`src/rtl/snake_engine.sv`:
```
// snake_engine: game state and pixel render stage for a 640x480 VGA pipeline.
//
// Sits directly after the VGA timing generator. It keeps the snake body,
// food, direction, score and game FSM, and moves the snake on a 40x30 grid
// of 16x16-pixel cells once every STEP_FRAMES frames. The frame tick falls
// at the start of vertical blank, so the body never changes mid-frame.
//
// Ports:
//   clk, reset             pixel clock, synchronous active-high reset
//   pos_x, pos_y           current pixel column / row from timing generator
//   hsync_in, vsync_in     syncs from timing generator
//   de_in                  data enable (visible area)
//   btn_up/down/left/right direction buttons (level, debounced upstream)
//   btn_start              start / restart (rising edge)
//   vga_r, vga_g, vga_b    registered 4-bit colour, 1 clk latency
//   hsync_out, vsync_out   syncs delayed 1 clk to line up with colour
//   score                  food eaten, saturating at 255
//   game_over              high while in the OVER state
module snake_engine #(
    parameter int          MAX_LEN     = 16,
    parameter int          INIT_LEN    = 3,
    parameter int          STEP_FRAMES = 8,
    parameter logic [15:0] LFSR_SEED   = 16'hACE1
) (
    input  logic       clk,
    input  logic       reset,
    input  logic [9:0] pos_x,
    input  logic [9:0] pos_y,
    input  logic       hsync_in,
    input  logic       vsync_in,
    input  logic       de_in,
    input  logic       btn_up,
    input  logic       btn_down,
    input  logic       btn_left,
    input  logic       btn_right,
    input  logic       btn_start,
    output logic [3:0] vga_r,
    output logic [3:0] vga_g,
    output logic [3:0] vga_b,
    output logic       hsync_out,
    output logic       vsync_out,
    output logic [7:0] score,
    output logic       game_over
);
    localparam int LW = $clog2(MAX_LEN + 1);
    localparam int CW = (STEP_FRAMES > 1) ? $clog2(STEP_FRAMES) : 1;

    typedef enum logic [2:0] {S_IDLE, S_RUN, S_MOVE, S_PLACE, S_OVER} state_t;
    typedef enum logic [1:0] {D_UP, D_DOWN, D_LEFT, D_RIGHT} dir_t;

    function automatic dir_t f_opp(input dir_t d);
        case (d)
            D_UP:    return D_DOWN;
            D_DOWN:  return D_UP;
            D_LEFT:  return D_RIGHT;
            default: return D_LEFT;
        endcase
    endfunction

    // ---------------- state ----------------
    state_t        r_state;
    dir_t          r_dir;
    dir_t          r_pend_dir;
    logic [5:0]    r_seg_x [MAX_LEN];
    logic [4:0]    r_seg_y [MAX_LEN];
    logic [LW-1:0] r_len;
    logic [5:0]    r_food_x;
    logic [4:0]    r_food_y;
    logic [7:0]    r_score;
    logic          r_game_over;
    logic [CW-1:0] r_step;
    logic [15:0]   r_lfsr;
    logic          r_start_q;
    logic [11:0]   r_rgb;
    logic          r_hs;
    logic          r_vs;

    // ---------------- combinational helpers ----------------
    logic          w_tick;
    logic          w_start_rise;
    logic          w_restart;
    logic          w_req_vld;
    dir_t          w_req_dir;
    logic          w_req_ok;
    logic [5:0]    w_nx;
    logic [4:0]    w_ny;
    logic          w_wall;
    logic          w_eat;
    logic [LW-1:0] w_lim;
    logic          w_self;
    logic [5:0]    w_fx;
    logic [4:0]    w_fy;
    logic          w_fhit;
    logic [5:0]    w_cx;
    logic [5:0]    w_cy;
    logic          w_head_hit;
    logic          w_body_hit;
    logic          w_food_hit;
    logic          w_lfsr_fb;

    assign w_tick       = (pos_x == 10'd0) && (pos_y == 10'd480);
    assign w_start_rise = btn_start && !r_start_q;
    assign w_restart    = (r_state == S_OVER) && w_start_rise;
    assign w_lfsr_fb    = r_lfsr[15] ^ r_lfsr[13] ^ r_lfsr[12] ^ r_lfsr[10];

    // Highest-priority pressed button; a reversal onto the body is dropped.
    always_comb begin
        w_req_vld = 1'b1;
        w_req_dir = D_RIGHT;
        if (btn_up)         w_req_dir = D_UP;
        else if (btn_down)  w_req_dir = D_DOWN;
        else if (btn_left)  w_req_dir = D_LEFT;
        else if (btn_right) w_req_dir = D_RIGHT;
        else                w_req_vld = 1'b0;
    end
    assign w_req_ok = w_req_vld && (w_req_dir != f_opp(r_dir));

    // Next head uses the pending direction, which is committed in MOVE.
    always_comb begin
        w_nx   = r_seg_x[0];
        w_ny   = r_seg_y[0];
        w_wall = 1'b0;
        case (r_pend_dir)
            D_UP:    begin w_wall = (r_seg_y[0] == 5'd0);  w_ny = r_seg_y[0] - 5'd1; end
            D_DOWN:  begin w_wall = (r_seg_y[0] == 5'd29); w_ny = r_seg_y[0] + 5'd1; end
            D_LEFT:  begin w_wall = (r_seg_x[0] == 6'd0);  w_nx = r_seg_x[0] - 6'd1; end
            default: begin w_wall = (r_seg_x[0] == 6'd39); w_nx = r_seg_x[0] + 6'd1; end
        endcase
    end

    assign w_eat = (w_nx == r_food_x) && (w_ny == r_food_y);
    // Without eating, the tail cell is vacated this step, so it is not a hit.
    assign w_lim = w_eat ? r_len : r_len - LW'(1);

    always_comb begin
        w_self = 1'b0;
        for (int i = 0; i < MAX_LEN; i++)
            if (LW'(i) < w_lim && r_seg_x[i] == w_nx && r_seg_y[i] == w_ny)
                w_self = 1'b1;
    end

    // Food candidate folded into grid range.
    assign w_fx = (r_lfsr[5:0] >= 6'd40)  ? r_lfsr[5:0] - 6'd40  : r_lfsr[5:0];
    assign w_fy = (r_lfsr[12:8] >= 5'd30) ? r_lfsr[12:8] - 5'd30 : r_lfsr[12:8];

    always_comb begin
        w_fhit = 1'b0;
        for (int i = 0; i < MAX_LEN; i++)
            if (LW'(i) < r_len && r_seg_x[i] == w_fx && r_seg_y[i] == w_fy)
                w_fhit = 1'b1;
    end

    // ---------------- game FSM ----------------
    always_ff @(posedge clk) begin
        r_lfsr    <= reset ? LFSR_SEED : {r_lfsr[14:0], w_lfsr_fb};
        r_start_q <= reset ? 1'b0 : btn_start;

        if (reset || w_restart) begin
            for (int i = 0; i < MAX_LEN; i++) begin
                r_seg_x[i] <= 6'(20 - i);
                r_seg_y[i] <= 5'd15;
            end
            r_len       <= LW'(INIT_LEN);
            r_dir       <= D_RIGHT;
            r_pend_dir  <= D_RIGHT;
            r_food_x    <= 6'd30;
            r_food_y    <= 5'd15;
            r_score     <= 8'd0;
            r_step      <= '0;
            r_game_over <= 1'b0;
            r_state     <= reset ? S_IDLE : S_RUN;
        end else begin
            case (r_state)
                S_IDLE: begin
                    if (w_start_rise) begin
                        r_step  <= '0;
                        r_state <= S_RUN;
                    end
                end
                S_RUN: begin
                    if (w_req_ok) r_pend_dir <= w_req_dir;
                    if (w_tick) begin
                        if (r_step == CW'(STEP_FRAMES - 1)) begin
                            r_step  <= '0;
                            r_state <= S_MOVE;
                        end else begin
                            r_step <= r_step + CW'(1);
                        end
                    end
                end
                S_MOVE: begin
                    r_dir <= r_pend_dir;
                    if (w_wall || w_self) begin
                        r_game_over <= 1'b1;
                        r_state     <= S_OVER;
                    end else begin
                        for (int i = 1; i < MAX_LEN; i++) begin
                            r_seg_x[i] <= r_seg_x[i-1];
                            r_seg_y[i] <= r_seg_y[i-1];
                        end
                        r_seg_x[0] <= w_nx;
                        r_seg_y[0] <= w_ny;
                        r_step     <= '0;
                        if (w_eat) begin
                            if (r_len != LW'(MAX_LEN)) r_len <= r_len + LW'(1);
                            if (r_score != 8'hFF)      r_score <= r_score + 8'd1;
                            r_state <= S_PLACE;
                        end else begin
                            r_state <= S_RUN;
                        end
                    end
                end
                S_PLACE: begin
                    // Retry with the next LFSR value until the cell is free.
                    if (!w_fhit) begin
                        r_food_x <= w_fx;
                        r_food_y <= w_fy;
                        r_step   <= '0;
                        r_state  <= S_RUN;
                    end
                end
                default: ;  // S_OVER waits for restart
            endcase
        end
    end

    // ---------------- render ----------------
    assign w_cx       = pos_x[9:4];
    assign w_cy       = pos_y[9:4];
    assign w_head_hit = (w_cx == r_seg_x[0]) && (w_cy == {1'b0, r_seg_y[0]});
    assign w_food_hit = (w_cx == r_food_x) && (w_cy == {1'b0, r_food_y});

    always_comb begin
        w_body_hit = 1'b0;
        for (int i = 1; i < MAX_LEN; i++)
            if (LW'(i) < r_len && w_cx == r_seg_x[i] && w_cy == {1'b0, r_seg_y[i]})
                w_body_hit = 1'b1;
    end

    always_ff @(posedge clk) begin
        if (reset) begin
            r_rgb <= 12'h000;
            r_hs  <= 1'b1;
            r_vs  <= 1'b1;
        end else begin
            r_hs <= hsync_in;
            r_vs <= vsync_in;
            if (!de_in)                 r_rgb <= 12'h000;
            else if (w_head_hit)        r_rgb <= 12'hFF0;
            else if (w_body_hit)        r_rgb <= 12'h0F0;
            else if (w_food_hit)        r_rgb <= 12'hF00;
            else if (r_state == S_OVER) r_rgb <= 12'h400;
            else                        r_rgb <= 12'h000;
        end
    end

    assign vga_r     = r_rgb[11:8];
    assign vga_g     = r_rgb[7:4];
    assign vga_b     = r_rgb[3:0];
    assign hsync_out = r_hs;
    assign vsync_out = r_vs;
    assign score     = r_score;
    assign game_over = r_game_over;

endmodule

```
`config.mk`:
```
export PLATFORM = sky130hd
export DESIGN_NAME = snake_engine
export DESIGN_NICKNAME = d
export VERILOG_FILES = /design/src/rtl/snake_engine.sv
export SDC_FILE = /design/constraint.sdc
export NUM_CORES = 1
export LEC_CHECK = 0
export BUFFER_PORTS_ARGS = -buffer_cell sky130_fd_sc_hd__buf_2
export CAP_MARGIN = 10
export CORE_MARGIN = 2
export CORE_UTILIZATION = 50
export DETAILED_ROUTE_END_ITERATION = 8
export PLACE_DENSITY = 0.66
export SETUP_SLACK_MARGIN = 0.02
export SYNTH_ARGS = -nofsm -noshare
export SYNTH_HDL_FRONTEND = slang
export SYNTH_SLANG_ARGS = --single-unit
```
`constraint.sdc`:
```
create_clock -name clk -period 22.9 [get_ports clk]
set_clock_uncertainty 0.1 [all_clocks]
set_input_delay 4.58 -clock clk [delete_from_list [all_inputs] [get_ports clk]]
set_output_delay 4.58 -clock clk [all_outputs]
set_load 0.1 [all_outputs]
```
==> results of run 1 <==
[sequential cells by signal, summed over array words and instances, names as in the netlist]
signal,flops
r_pend_dir,2
r_food_x,6
r_lfsr,16
hsync_out,1
r_state,3
r_seg_y,80
r_dir,2
r_len,5
r_step,3
vsync_out,1
r_start_q,1
r_seg_x,96
score,8
r_rgb,3
game_over,1
r_food_y,5
[layout by cell type (no fill, tap or decap), types with 6 or more instances in the layout]
| cell type | n |
|---|---|
| o2111ai_1 | 6 |
| mux2i_1 | 19 |
| or4_1 | 9 |
| xnor2_1 | 248 |
| a21oi_1 | 82 |
| inv_1 | 26 |
| a31oi_1 | 11 |
| nand2_1 | 55 |
| nor2b_1 | 22 |
| o31ai_1 | 7 |
| o22ai_1 | 8 |
| and4_1 | 6 |
| and3_1 | 55 |
| nor2_1 | 59 |
| ha_1 | 13 |
| o211ai_1 | 9 |
| edfxtp_1 | 113 |
| nand4_1 | 66 |
| dfxtp_1 | 117 |
| nand3_1 | 159 |
| o21ai_0 | 95 |
| buf_4 | 34 |
| or2_2 | 11 |
| or3_1 | 74 |
| nand2b_1 | 8 |
| nor4_1 | 77 |
| xor2_1 | 306 |
| nor3_1 | 51 |
| buf_2 | 48 |
| a2111oi_0 | 11 |
| clkbuf_16 | 29 |
[logic make-up after synthesis]
kind of cell	after synthesis	share of synthesized area
AO/OA/AOI/OAI	297	0.104
buffers and inverters	223	0.0551
AND/OR/NAND/NOR	690	0.214
adder cells (fa/ha/maj)	14	0.0102
flip-flops	233	0.323
other	1	0.000209
XOR/XNOR	561	0.278
multiplexers	24	0.0149
[worst max path at each step]
stage / startpoint / end / slack, ns / cells after the start
2_1_floorplan: btn_start / r_seg_x[0][0] / 14.43 / 5
3_3_place_gp: pos_x[8] / r_rgb[10] / 15.35 / 12
3_5_place_dp: pos_y[6] / r_rgb[10] / 15.37 / 12
4_1_cts: r_pend_dir[1] / r_seg_y[1][7] / 15.47 / 19
5_1_grt: r_pend_dir[1] / r_seg_x[0][1] / 14.92 / 19
6_report: r_pend_dir[1] / r_seg_y[1][6] / 15.23 / 19
[routing by layer]
layer / vias up / share of wire
met5: - / 0.00018
met4: 2 / 0.060
met3: 322 / 0.13
met2: 1205 / 0.42
met1: 7853 / 0.39
li1: 7111 / -
[per-stage QoR]
stage	util	setup WS [ns]	hold slack [ns]	cell area [sq um]	total power, W
floorplan	-	14.43	0.289	17900	0.000762
global placement	0.514	15.35	0.292	18200	0.000862
detailed placement	0.514	15.37	0.294	18200	0.000865
CTS	0.540	15.47	0.307	19200	0.00133
global route	0.540	14.92	0.341	19200	0.00138
finish	0.540	15.23	0.307	19200	0.00133
[final cells by class]
| class | count | area, sq um | area share |
|---|---|---|---|
| inverters | 29 | 109 | 0.00568 |
| clock inverters | 15 | 190 | 0.00992 |
| repair buffers | 82 | 495 | 0.0258 |
| clock buffers | 33 | 751 | 0.0392 |
| diodes | 1 | 2.50 | 0.000131 |
| multi-input cells | 1590 | 11200 | 0.587 |
| flip-flops and latches | 233 | 5800 | 0.302 |
| well taps | 461 | 577 | 0.0301 |
[power by group]
| group | internal, W | leakage [nW] | switching [W] | total [W] |
|---|---|---|---|---|
| Clock | 0.000278 | 0.459 | 0.000185 | 0.000463 |
| Combinational | 0.000127 | 4.02 | 0.000220 | 0.000347 |
| Sequential | 0.000465 | 1.94 | 0.0000587 | 0.000524 |
[worst max-delay path: stages (launching register included)]
cell and delay, ns:
dfxtp_2 0.74, nor2b_1 0.31, xor2_1 0.18, ha_1 0.46, nor3_1 0.13, o21ai_2 0.37
xor2_2 0.17, buf_4 0.40, xnor2_1 0.11, nor4_1 0.78, or4b_1 0.50, nand4bb_1 0.19
a21oi_1 0.24, a311oi_2 0.12, and3_2 0.22, buf_4 0.35, nand2_2 0.16, buf_4 0.53
nand2_4 0.48, buf_4 0.52
==> results.cfg, run 1 <==
[status]
outcome = complete, no violations

[grt]
grt_start_max_net_pins = 95
met2_usage = 0.548
grt_pass1_vias = 15500
grt_antenna_before_repair = 2
grt_first_pass_wirelength_mm = 104
grt_overflow = 0
grt_util_met1 = 0.491
busiest_layer = met2
grt_usage = 0.366
grt_use_met3 = 0.0922

[cells_and_area]
fin_nets = 2008
syn2layout_area_growth_pct = 6.92
finalNonFillerCells = 2444
drive_above_1_share = 0.0923
fill_cells = 3268

[floorplan]
start_util = 0.505
die_area_sq_um = 37400
dieHeight_um = 193
core_sq_um = 35500
io_pins = 53
num_rows = 69
die_w_um = 193

[clock_tree]
post_cts_buffers = 0
clock_latency_ns = 0.57
holdBufCountCts = 0
clockRootBuffer = clkbuf_16
htree_levels = 1
clock-sinks = 233
ctsResizeCount = 0
cts_tree = yes
clkTransAtPathRegs_ns = 0.06
clock_path_buffers = 3
cts_buffers = 28

[routing]
drtPass1Iterations = 6
drc_errors = 0
vias = 16500
via_per_inst = 6.75
drt_iter0_markers = 2294
drt_wl_total_mm = 70.4
detail-route-antenna-nets = 0
drt-wirelength-per-cell_um = 28.8

[worst_setup_path]
crit_type = reg2reg
reg2reg_to = r_seg_y[1][6]
arrival_ns = 7.76
cp-start-kind = register
r2r_cells = 19
regToRegStartpoint = r_pend_dir[1]
endpoint_kind = register
rrSetupSlack_ns = 15.23
cp_data_required_time_ns = 22.99
cp_max_fo = 72

[min_path]
min_to = r_lfsr[7]
hold_class = reg2reg
hp-start = r_lfsr[6]
holdPathStages = 1

[placed_design]
dp.final_hpwl_mm = 47.3
placedCellCount = 2395
gp_congestion = 1.00
portBuffers = 48

[synthesis]
async_reset_ff_frac = 0
yosysMostFrequentCell = xor2_1
ys_warn_count = 0
synthCells = 2043
syn_area_sq_um = 17900
ys_seq_area_frac = 0.323
syn_avg_cell_area_sq_um = 8.78
synth_flop_cell = dfxtp_1
synth_common_cells = 306 x xor2_1, 249 x xnor2_1, 159 x nand3_1
synth_edf_count = 113
ys_ff_latch = 233
synth_top_cells_by_area = edfxtp_1 19%, xor2_1 15%, dfxtp_1 13%, xnor2_1 12%, nand3_1 4.4%
synth.distinct_cells = 95
yosysTopAreaCell = edfxtp_1
yosys.area.top_type_share = 0.189

[timing]
maxSlewHeadroom = 0.182
fmax_mhz = 130
worstMarginPinSlew_ns = 1.22
finalCritPeriodShare = 0.335
rsz0062_at_grt = no
fin_crit_ns = 7.67
finalSetupViolations = 0
finalSetupTns_ns = 0
maxSlewViolCount = 0
finalHoldViolCount = 0

[job]
maxCapViolCount = 0

[pwr]
power_density_nw_per_um2 = 69.5
p_leak_nw = 6.42
max-vdd-ir-drop_v = 0.0000630
No activity file was read; power rests on OpenSTA's default activity.
==> inputs of run 2 (changes only) <==
Settings changed: PLACE_DENSITY 0.66 to 0.69.
Clock period 22.9 ns to 6.4 ns, I/O delays scaled along.
==> results.cfg, run 2 (synthesis results as in run 1) <==
[timing]
rsz0062_at_grt = no
finalCritPeriodShare = 0.943
worstMarginPinSlew_ns = 1.26
finalSetupViolations = 0
finalHoldViolCount = 0
holdWs_ns = 0.313
maxSlewViolCount = 0
fmax_mhz = 166
fin_crit_ns = 6.04
maxSlewHeadroom = 0.153
finalSetupTns_ns = 0

[cells_and_area]
utilization = 0.546
top_register = r_seg_x
largest_reg_flops = 96
final_cell_mix = 306 x xor2_1, 248 x xnor2_1, 159 x nand3_1
final_common_cell = xor2_1
largest_registers = r_seg_x x96, r_seg_y x80, r_lfsr x16
syn2layout_area_growth_pct = 8.04
fin_nets = 2029
drive_above_1_share = 0.102

[clock_tree]
clock-sinks = 233
ctsResizeCount = 0
clock_path_buffers = 3
cts_buffers = 27
htree_levels = 1
clockRootBuffer = clkbuf_16
post_cts_buffers = 0
cts_tree = yes
holdBufCountCts = 0
clock_latency_ns = 0.58
clkTransAtPathRegs_ns = 0.06

[job]
maxCapViolCount = 0

[placed_design]
portBuffers = 48
gp_congestion = 1.03
dp.final_hpwl_mm = 46.6

[grt]
grt_overflow = 0
grt_usage = 0.364
grt_first_pass_wirelength_mm = 104
grt_antenna_before_repair = 4
grt_start_max_net_pins = 76
grt_pass1_vias = 15700

[floorplan]
io_pins = 53
num_rows = 69
start_util = 0.505
die_area_sq_um = 37400
die_w_um = 193
core_sq_um = 35500
dieHeight_um = 193

[pwr]
max-vdd-ir-drop_v = 0.000219
power_density_nw_per_um2 = 248
p_leak_nw = 6.54

[worst_setup_path]
cp_max_fo = 37
crit_type = reg2reg
endpoint_kind = register
arrival_ns = 6.14
cp-start-kind = register
cp_data_required_time_ns = 6.51

[routing]
drt_iter0_markers = 2495
drt_wl_total_mm = 70.4
drc_errors = 0
drt-wirelength-per-cell_um = 28.5
detail-route-antenna-nets = 0
drtPass1Iterations = 6
via_per_inst = 6.79
vias = 16800

[min_path]
hold_class = reg2reg

[status]
outcome = complete, no violations
## run 2: cell types whose count changed in the layout (fill, tap and decap cells not counted), moves of 2 or more
| cell | before | now |
|---|---|---|
| buf_12 | 0 | 3 |
| clkbuf_8 | 1 | 4 |
| buf_4 | 34 | 53 |
| inv_6 | 1 | 3 |
| clkinvlp_4 | 2 | 0 |
| clkinv_2 | 5 | 3 |
## run 2: layout make-up
| class | count | area (sq um) |
|---|---|---|
| clock inverter | 12 | 154 |
| tap | 461 | 577 |
| multi-input combinational | 1590 | 11300 |
| inverter | 29 | 109 |
| antenna | 2 | 5.00 |
| sequential | 233 | 5800 |
| fill | 3192 | 16100 |
| timing repair buffer | 104 | 698 |
| clock buffer | 37 | 776 |
## run 2: worst paths after layout
kind                            cells after the start              to          start  slack, ns
worst max register to register                     16  r_seg_x[0][19]  r_pend_dir[1]       0.36
worst max-delay path                               16  r_seg_x[0][19]  r_pend_dir[1]       0.36
worst min-delay path                                1       r_lfsr[7]      r_lfsr[6]       0.31
worst min register to register                      1       r_lfsr[7]      r_lfsr[6]       0.31
## run 2: layer usage
metal	GRT usage	part of all wire	wire, um	vias to the layer above
met4	0.224	0.068	4790	4
met3	0.109	0.14	9630	313
met5	0	0.00036	25	-
li1	-	-	-	7151
met1	0.481	0.38	26900	8011
met2	0.520	0.41	29000	1290
## run 2: stage by stage
stage / cell area [sq um] / cells / worst slack (ns) / power (W)
after global placement: 18400 / 2417 / 0.761 / 0.00309
after global routing: 19400 / 2466 / 0.338 / 0.00495
after detailed placement: 18400 / 2417 / 0.720 / 0.00311
after CTS: 19400 / 2466 / 0.701 / 0.00476
final: 19400 / 2468 / 0.365 / 0.00480
after floorplan: 17900 / 2046 / 0.352 / 0.00272
## run 2: where the power goes
| group | leakage [nW] | switching (W) | internal, W |
|---|---|---|---|
| Combinational | 4.14 | 0.000812 | 0.000475 |
| Clock | 0.459 | 0.000688 | 0.000971 |
| Sequential | 1.94 | 0.000190 | 0.00166 |
## run 2: worst max-delay path: stages (launching register included)
cell and delay (ns):
dfxtp_2 0.55, nor2b_1 0.28, xor2_1 0.10, ha_1 0.36, nand4_1 0.31, o22ai_1 0.19
xnor2_2 0.99, xnor2_1 0.22, or3_1 0.16, o32ai_1 0.10, mux2i_1 0.61, a2bb2oi_1 0.27
and4_4 0.29, and3_2 0.21, nand2_2 0.22, nand2_4 0.22, buf_4 0.43
==> inputs of run 3 (changes only) <==
Settings changed: ABC_AREA from default to 1.
==> results.cfg, run 3 <==
[floorplan]
core_sq_um = 33400
dieHeight_um = 188
num_rows = 67
start_util = 0.506
die_w_um = 188
die_area_sq_um = 35200
io_pins = 53

[timing]
worstMarginPinSlew_ns = 1.11
finalHoldViolCount = 0
finalCritPeriodShare = 0.917
fmax_mhz = 170
fin_crit_ns = 5.87
finalSetupViolations = 0
rsz0062_at_grt = no
maxSlewHeadroom = 0.262
holdWs_ns = 0.308
maxSlewViolCount = 0
finalSetupTns_ns = 0

[synthesis]
synth_edf_count = 113
synth_top_cells_by_area = edfxtp_1 20%, dfxtp_1 14%, xor2_1 11%, nand2_1 11%, inv_1 5.6%
syn_avg_cell_area_sq_um = 7.32
ys_ff_latch = 233
syn_area_sq_um = 16900
synth_common_cells = 484 x nand2_1, 253 x inv_1, 244 x nor2_1
yosys.area.top_type_share = 0.201
yosysMostFrequentCell = nand2_1
synthCells = 2307
ys_warn_count = 0
yosysTopAreaCell = edfxtp_1
synth.distinct_cells = 55
async_reset_ff_frac = 0
synth_flop_cell = dfxtp_1
ys_seq_area_frac = 0.343

[clock_tree]
htree_levels = 1
clkTransAtPathRegs_ns = 0.06
clock_latency_ns = 0.58
holdBufCountCts = 0
cts_tree = yes
clockRootBuffer = clkbuf_16
clock-sinks = 233
post_cts_buffers = 0
ctsResizeCount = 0
clock_path_buffers = 3
cts_buffers = 27

[grt]
grt_pass1_vias = 16500
grt_start_max_net_pins = 92
grt_first_pass_wirelength_mm = 105
grt_overflow = 0
grt_antenna_before_repair = 0
grt_usage = 0.395

[placed_design]
postPlaceCellArea_sq_um = 17400
portBuffers = 48
dp.final_hpwl_mm = 47.5
gp_congestion = 1.04

[worst_setup_path]
slowest_delay_ns = 0.82
crit_family = simple AND/OR/NAND/NOR gates
endpoint_kind = register
crit_chain = nand3_1 > nand2_1 > inv_2 > ha_1 > nand2_1 > nand2_1 > xor2_1 > nor3_1 > o2111ai_1 > nor4_1 > nand3_1 > nor2_1 > nand2_1 > a21oi_1 > nor2_1 > nand3_2 > nor2_4 > nand3_4 > buf_4 > nor2_1
cp_num_buf_inv = 2
crit_type = reg2reg
cp_max_fo = 91
cpMostUsedCell = nand2_1
cp_data_required_time_ns = 6.56
cp-start-kind = register
critPathSlowestCell = buf_4
arrival_ns = 6.03

[pwr]
seqPwrFrac = 0.307
power.share.combinational = 0.470
clock_power_share = 0.224
max-vdd-ir-drop_v = 0.000234
switchingPower_w = 0.00319
power_density_nw_per_um2 = 371
swShare = 0.471
power.internal_w = 0.00358
p_leak_nw = 7.78

[routing]
drc_errors = 0
drt-wirelength-per-cell_um = 25.7
drtPass1Iterations = 7
drt_wl_total_mm = 71.1
vias = 17700
via_per_inst = 6.41
detail-route-antenna-nets = 0
drt_iter0_markers = 2881

[cells_and_area]
utilization = 0.546
final_cell_mix = 484 x nand2_1, 253 x inv_1, 244 x nor2_1
fill_cells = 3262
top_register = r_seg_x
drive_above_1_share = 0.0773
largest_reg_flops = 96
fin_nets = 2339
syn2layout_area_growth_pct = 7.99
final_common_cell = nand2_1
stdcell_area_sq_um = 18200
largest_registers = r_seg_x x96, r_seg_y x80, r_lfsr x16

[min_path]
hold_class = reg2reg

[status]
outcome = complete, no violations

[job]
maxCapViolCount = 0
[run 3: logic make-up after synthesis]
kind of cell | count (synthesis) | synth area share
and+or+nand+nor | 1038 | 0.272
buffers and inverters | 395 | 0.0977
AOI/OAI and AO/OA | 339 | 0.127
xor gates and xnor gates | 287 | 0.149
DFF | 233 | 0.343
adders and majority gates | 14 | 0.0108
other | 1 | 0.000222
[run 3: area by class of cell]
class	instances	area (sq um)	share of cell area
inverters	266	998	0.0548
diodes	1	2.50	0.000137
flip-flops and latches	233	5800	0.318
clock buffers	35	706	0.0387
clock inverters	15	133	0.00728
repair buffers	85	531	0.0291
well taps	448	561	0.0308
multi-input cells	1682	9500	0.521
[run 3: path summary, 6_finish.rpt]
check	slack, ns	start	cells after the start	endpoint
worst max-delay path	0.53	r_pend_dir[1]	20	r_seg_y[0][19]
worst min-delay path	0.31	r_lfsr[14]	1	r_lfsr[15]
worst max register to register	0.53	r_pend_dir[1]	20	r_seg_y[0][19]
worst min register to register	0.31	r_lfsr[14]	1	r_lfsr[15]
[run 3: layer usage]
| metal | wire length, um | vias to the layer above | track usage |
|---|---|---|---|
| met2 | 28500 | 1376 | 0.568 |
| li1 | - | 7664 | - |
| met4 | 6240 | 2 | 0.286 |
| met5 | 43 | - | 0.0124 |
| met1 | 26300 | 8291 | 0.497 |
| met3 | 9970 | 397 | 0.125 |
[run 3: power groups by stage]
stage	Combinational, W	Sequential, W	Clock [W]
after floorplan	0.00217	0.00199	0
after global placement	0.00301	0.00209	0
after detailed placement	0.00304	0.00209	0
after CTS	0.00305	0.00206	0.00152
after global routing	0.00337	0.00209	0.00158
final	0.00318	0.00208	0.00151
[run 3: metrics by stage]
step                std cells  setup slack [ns]  power, W
floorplan                2310              1.92   0.00416
finish                   2765             0.529   0.00677
detailed placement       2714             0.758   0.00513
CTS                      2764             0.722   0.00664
global route             2764             0.107   0.00704
global placement         2714             0.728   0.00510
